<file path="src/rtl/basic_cpu_control_unit.sv">
// rtl/basic_cpu_control_unit.sv - timing/control sequencer for the 16-bit common-bus basic computer
module basic_cpu_control_unit #(
  parameter logic [15:0] HLT_CODE = 16'h7001,
  parameter int          SC_W     = 4
) (
  input  logic            clk,
  input  logic            rst,
  input  logic            start,
  input  logic [15:0]     ir,
  input  logic            dr_zero,
  output logic [2:0]      s,
  output logic            read,
  output logic            write,
  output logic            ar_ld,
  output logic            ar_inr,
  output logic            ar_clr,
  output logic            pc_ld,
  output logic            pc_inr,
  output logic            pc_clr,
  output logic            ir_ld,
  output logic            dr_ld,
  output logic            dr_inr,
  output logic            ac_ld,
  output logic [1:0]      alu_op,
  output logic [SC_W-1:0] sc,
  output logic            i_flag,
  output logic            busy,
  output logic            halted
);

  typedef enum logic {ST_IDLE, ST_RUN} state_t;

  localparam logic [2:0] BUS_AR  = 3'd1;
  localparam logic [2:0] BUS_PC  = 3'd2;
  localparam logic [2:0] BUS_DR  = 3'd3;
  localparam logic [2:0] BUS_AC  = 3'd4;
  localparam logic [2:0] BUS_IR  = 3'd5;
  localparam logic [2:0] BUS_MEM = 3'd7;

  state_t          state;
  logic [SC_W-1:0] sc_q;
  logic            halted_q;
  logic            i_q;
  logic [2:0]      d_q;
  logic            sc_clr;
  logic            halt_now;

  // Decode the current timing step into datapath controls; everything is 0 unless running.
  always_comb begin
    s        = 3'd0;
    read     = 1'b0;
    write    = 1'b0;
    ar_ld    = 1'b0;
    ar_inr   = 1'b0;
    pc_ld    = 1'b0;
    pc_inr   = 1'b0;
    ir_ld    = 1'b0;
    dr_ld    = 1'b0;
    dr_inr   = 1'b0;
    ac_ld    = 1'b0;
    alu_op   = 2'b00;
    sc_clr   = 1'b0;
    halt_now = 1'b0;
    if (state == ST_RUN) begin
      case (sc_q)
        SC_W'(0): begin
          s     = BUS_PC;
          ar_ld = 1'b1;
        end
        SC_W'(1): begin
          s      = BUS_MEM;
          read   = 1'b1;
          ir_ld  = 1'b1;
          pc_inr = 1'b1;
        end
        SC_W'(2): begin
          s     = BUS_IR;
          ar_ld = 1'b1;
        end
        SC_W'(3): begin
          if (d_q == 3'd7) begin
            sc_clr   = 1'b1;
            halt_now = (ir == HLT_CODE);
          end else if (i_q) begin
            s     = BUS_MEM;
            read  = 1'b1;
            ar_ld = 1'b1;
          end
        end
        SC_W'(4): begin
          case (d_q)
            3'd0, 3'd1, 3'd2, 3'd6: begin
              s     = BUS_MEM;
              read  = 1'b1;
              dr_ld = 1'b1;
            end
            3'd3: begin
              s      = BUS_AC;
              write  = 1'b1;
              sc_clr = 1'b1;
            end
            3'd4: begin
              s      = BUS_AR;
              pc_ld  = 1'b1;
              sc_clr = 1'b1;
            end
            3'd5: begin
              s      = BUS_PC;
              write  = 1'b1;
              ar_inr = 1'b1;
            end
            default: ;
          endcase
        end
        SC_W'(5): begin
          case (d_q)
            3'd0, 3'd1, 3'd2: begin
              alu_op = d_q[1:0];
              ac_ld  = 1'b1;
              sc_clr = 1'b1;
            end
            3'd5: begin
              s      = BUS_AR;
              pc_ld  = 1'b1;
              sc_clr = 1'b1;
            end
            3'd6: dr_inr = 1'b1;
            default: ;
          endcase
        end
        SC_W'(6): begin
          if (d_q == 3'd6) begin
            s      = BUS_DR;
            write  = 1'b1;
            pc_inr = dr_zero;
            sc_clr = 1'b1;
          end
        end
        default: ;
      endcase
      // Guard against a runaway counter; legal flow never gets here.
      if (sc_q == {SC_W{1'b1}}) sc_clr = 1'b1;
    end
  end

  // Sequencer state: run/idle, step counter, halt flag and latched I/opcode.
  always_ff @(posedge clk or posedge rst) begin
    if (rst) begin
      state    <= ST_IDLE;
      sc_q     <= '0;
      halted_q <= 1'b0;
      i_q      <= 1'b0;
      d_q      <= 3'd0;
    end else if (state == ST_IDLE) begin
      sc_q <= '0;
      if (start) begin
        state    <= ST_RUN;
        halted_q <= 1'b0;
      end
    end else begin
      if (sc_q == SC_W'(2)) begin
        d_q <= ir[14:12];
        i_q <= ir[15];
      end
      if (halt_now) begin
        state    <= ST_IDLE;
        halted_q <= 1'b1;
      end
      sc_q <= sc_clr ? '0 : sc_q + SC_W'(1);
    end
  end

  assign ar_clr = 1'b0;
  assign pc_clr = 1'b0;
  assign sc     = sc_q;
  assign i_flag = i_q;
  assign busy   = (state == ST_RUN);
  assign halted = halted_q;

endmodule

</file>
<file path="config.mk">
export PLATFORM = sky130hd
export DESIGN_NAME = basic_cpu_control_unit
export DESIGN_NICKNAME = d
export VERILOG_FILES = /design/src/rtl/basic_cpu_control_unit.sv
export SDC_FILE = /design/constraint.sdc
export NUM_CORES = 1
export LEC_CHECK = 0
export BUFFER_PORTS_ARGS = -buffer_cell sky130_fd_sc_hd__buf_2
export CAP_MARGIN = 20
export CORE_MARGIN = 3
export CORE_UTILIZATION = 45
export CTS_CLUSTER_DIAMETER = 40
export DETAILED_ROUTE_END_ITERATION = 8
export PLACE_DENSITY = 0.89
export SYNTH_ARGS = -nofsm -noshare
export SYNTH_HDL_FRONTEND = slang
export SYNTH_SLANG_ARGS = --single-unit
</file>
<file path="constraint.sdc">
create_clock -name clk -period 2.4 [get_ports clk]
set_input_delay 0.72 -clock clk [delete_from_list [all_inputs] [get_ports clk]]
set_output_delay 0.72 -clock clk [all_outputs]
set_load 0.005 [all_outputs]
</file>
==> impl_metrics.ini <==
[layout]
antenna_cells = 0
utilization_pct = 79.0
syn_to_final_growth_pct = 60.4
nets = 191
drive_gt1_share_pct = 58.2

[synthesis]
synth_commonest_cells = nor2_1, dfrtp_1, nor3_1
syn-instance-count = 110
synth_top_area_share_pct = 28.5
synthFlopType = dfrtp_1
syn_area_um2 = 878
async_flop_share_pct = 100
ys_seq_area_share_pct = 28.5
ys_warn_count = 0
synth.most_common_cell = nor2_1
synth_area_per_cell_um2 = 7.98
ys_seq_elements = 10
synth_cell_types = 38
synth.area.top_cells = dfrtp_1, nor2_1, ha_1
synth_edf_count = 0
synth_top_area_cell = dfrtp_1

[worst_setup_path]
critical_path.slowest_cell = dfrtp_2
path_cells = inv_4 -> ha_4 -> nand3b_1 -> buf_6 -> nor3_4 -> a21o_1 -> buf_2
critPathMaxStageDelay_ps = 470
endpoint_kind = output pin
cp-startpoint = sc[0]
crit_fanout = 5
criticalPathCategory = flop to output pin
crit_path_start_kind = flop
worstPathRequired_ps = 1680
crit_arrival_ps = 1780
r2r-start = sc[1]

[clock_network]
cts_buffer_depth = 2
cts_buffers = 3
clkLatencyLatePin_ps = 250
clk_pin_slew_worst_paths_ps = 60
htree_levels = 1
cts_tree = built
cts-root-buf = clkbuf_4
clkSinkCount = 10

[min_path]
min_path_type = primary input to asynchronous set/reset pin

[global_routing]
grt-ovfl-total = 0
grt_pass1_vias = 1081
grt_max_degree = 16
grt_pass1_wl_mm = 4.82
grt.total_usage_pct = 24.6
antenna_found_initial = 0

[floorplanning]
rows = 15
pin_count = 44
coreArea_um2 = 1780
die_y_um = 50.2
die_x_um = 50.2
die_area_um2 = 2520
start_util_pct = 49.3

[timing]
min_period_ps = 2500
final_max_slew_viol_count = 0
rsz0062_at_grt = true
clock_skew_ps = 2.05
hold_viol = 0
finalSetupViolCount = 9
finalSetupTns_ps = -534
period_share_pct = 104
fmax_ghz = 0.400
finalWorstSetupSlack_ps = -97.0

[power]
p_int_uw = 928
netSwitchingPower_uw = 855
p_seq_share_pct = 23.2
power_density_nw_per_um2 = 1270
swShare_pct = 48.0
peakVddDrop_uv = 673
power_leakage_uw = 0.000646
clockPowerShare_pct = 5.8
pwr-share-comb_pct = 71.0

[drt]
postRouteAntennaNets = 0
first_pass_iters = 4
totalWireLength_mm = 3.15
via_count = 1133
route.detailed.wl_per_inst_um = 16.6
via_per_inst = 5.96
drc = 0
drt_iter0_drc = 23

[status]
violations = setup timing
status = finished with violations

[placed_design]
gp_congestion = 0.906
hpwlAfterDp_mm = 1.81
portBuffers = 41

[run]
max-cap-violations = 0
==> layout by cell type, fill, tap and decap left out, types with 2 or more instances in the layout <==
master,netlist,routed
buf_2,1,41
nor2_1,17,16
buf_4,2,14
nor3_2,0,6
nand2_1,5,5
dfrtp_1,10,5
dfrtp_2,0,5
mux2_2,4,4
nor4_1,5,4
nand3_1,4,4
inv_1,6,4
nand3b_1,4,4
nand2b_1,4,3
nand4b_1,3,3
a21oi_1,6,3
ha_4,0,3
clkbuf_4,0,3
buf_6,0,3
inv_2,1,2
a21oi_2,0,2
nor3_4,0,2
and2_1,2,2
conb_1,1,2
==> final cells by class <==
| cell class | count | area [um2] |
|---|---|---|
| Inverter | 7 | 28.8 |
| Fill cell | 126 | 374 |
| Multi-Input combinational cell | 87 | 726 |
| Tap cell | 25 | 31.3 |
| Clock buffer | 3 | 22.5 |
| Sequential cell | 10 | 256 |
| Timing Repair Buffer | 58 | 344 |
==> stage by stage <==
step	instance area, um2	std cells	total power (uW)	worst slack [ps]	hold slack, ps
global route	1410	190	1900	-207	460
finish	1410	190	1780	-97.0	427
global placement	1110	173	1130	107	506
floorplan	882	111	888	182	514
CTS	1290	184	1510	-28.6	436
detailed placement	1110	173	1160	55.6	513
==> power by group through the flow <==
stage | Combinational (uW) | Clock [uW] | Sequential (uW)
final | 1270 | 104 | 414
after global routing | 1360 | 115 | 428
after CTS | 1010 | 108 | 392
after detailed placement | 781 | 0 | 382
after global placement | 762 | 0 | 372
after floorplan | 576 | 0 | 312
==> cells by family after synthesis <==
logic type                 count (synthesis)  synth area share [%]
xor gates and xnor gates                   2                  1.99
AOI/OAI and AO/OA                         15                  12.4
and+or+nand+nor                           60                  38.9
DFF                                       10                  28.5
other                                      1                 0.427
muxes                                      4                  5.13
adders and majority gates                  4                  5.70
buffers and inverters                     14                  6.98
==> critical path, delay by kind of cell (launching register included) <==
| family | cells | cell delay, ps |
|---|---|---|
| simple gates | 2 | 380 |
| buf+inv | 3 | 400 |
| compound gates | 1 | 120 |
| flops | 1 | 470 |
| fa+ha+maj | 1 | 150 |
==> sequential cells by signal, summed over array words and instances (netlist names) <==
name,count
i_flag,1
halted,1
d_q,3
busy,1
sc,4
==> what timing repair did <==
action | CTS | global route
resized for setup | 23 | 16
hold buffers | 0 | 0
buffers inserted | 8 | 6
setup endpoints to repair | 10 | 13
pin swaps | 8 | 12
==> worst paths after layout <==
check / end / slack, ps / cells after the start
max in group asynchronous: sc[3] / 1690 / 2
min in group clk: halted / 530 / 1
setup reg to reg: halted / 520 / 6
hold reg to reg: halted / 530 / 1
hold / removal: halted / 430 / 2
setup / recovery: read / -100 / 7
==> metal layers <==
| layer | GRT usage, % | share of wire, % |
|---|---|---|
| met3 | 2.67 | 6.8 |
| met2 | 42.6 | 51 |
| met1 | 29.0 | 37 |
| met4 | 14.3 | 4.6 |
| met5 | 0 | 0 |
Note: power is estimated with default switching activity, not from simulation.
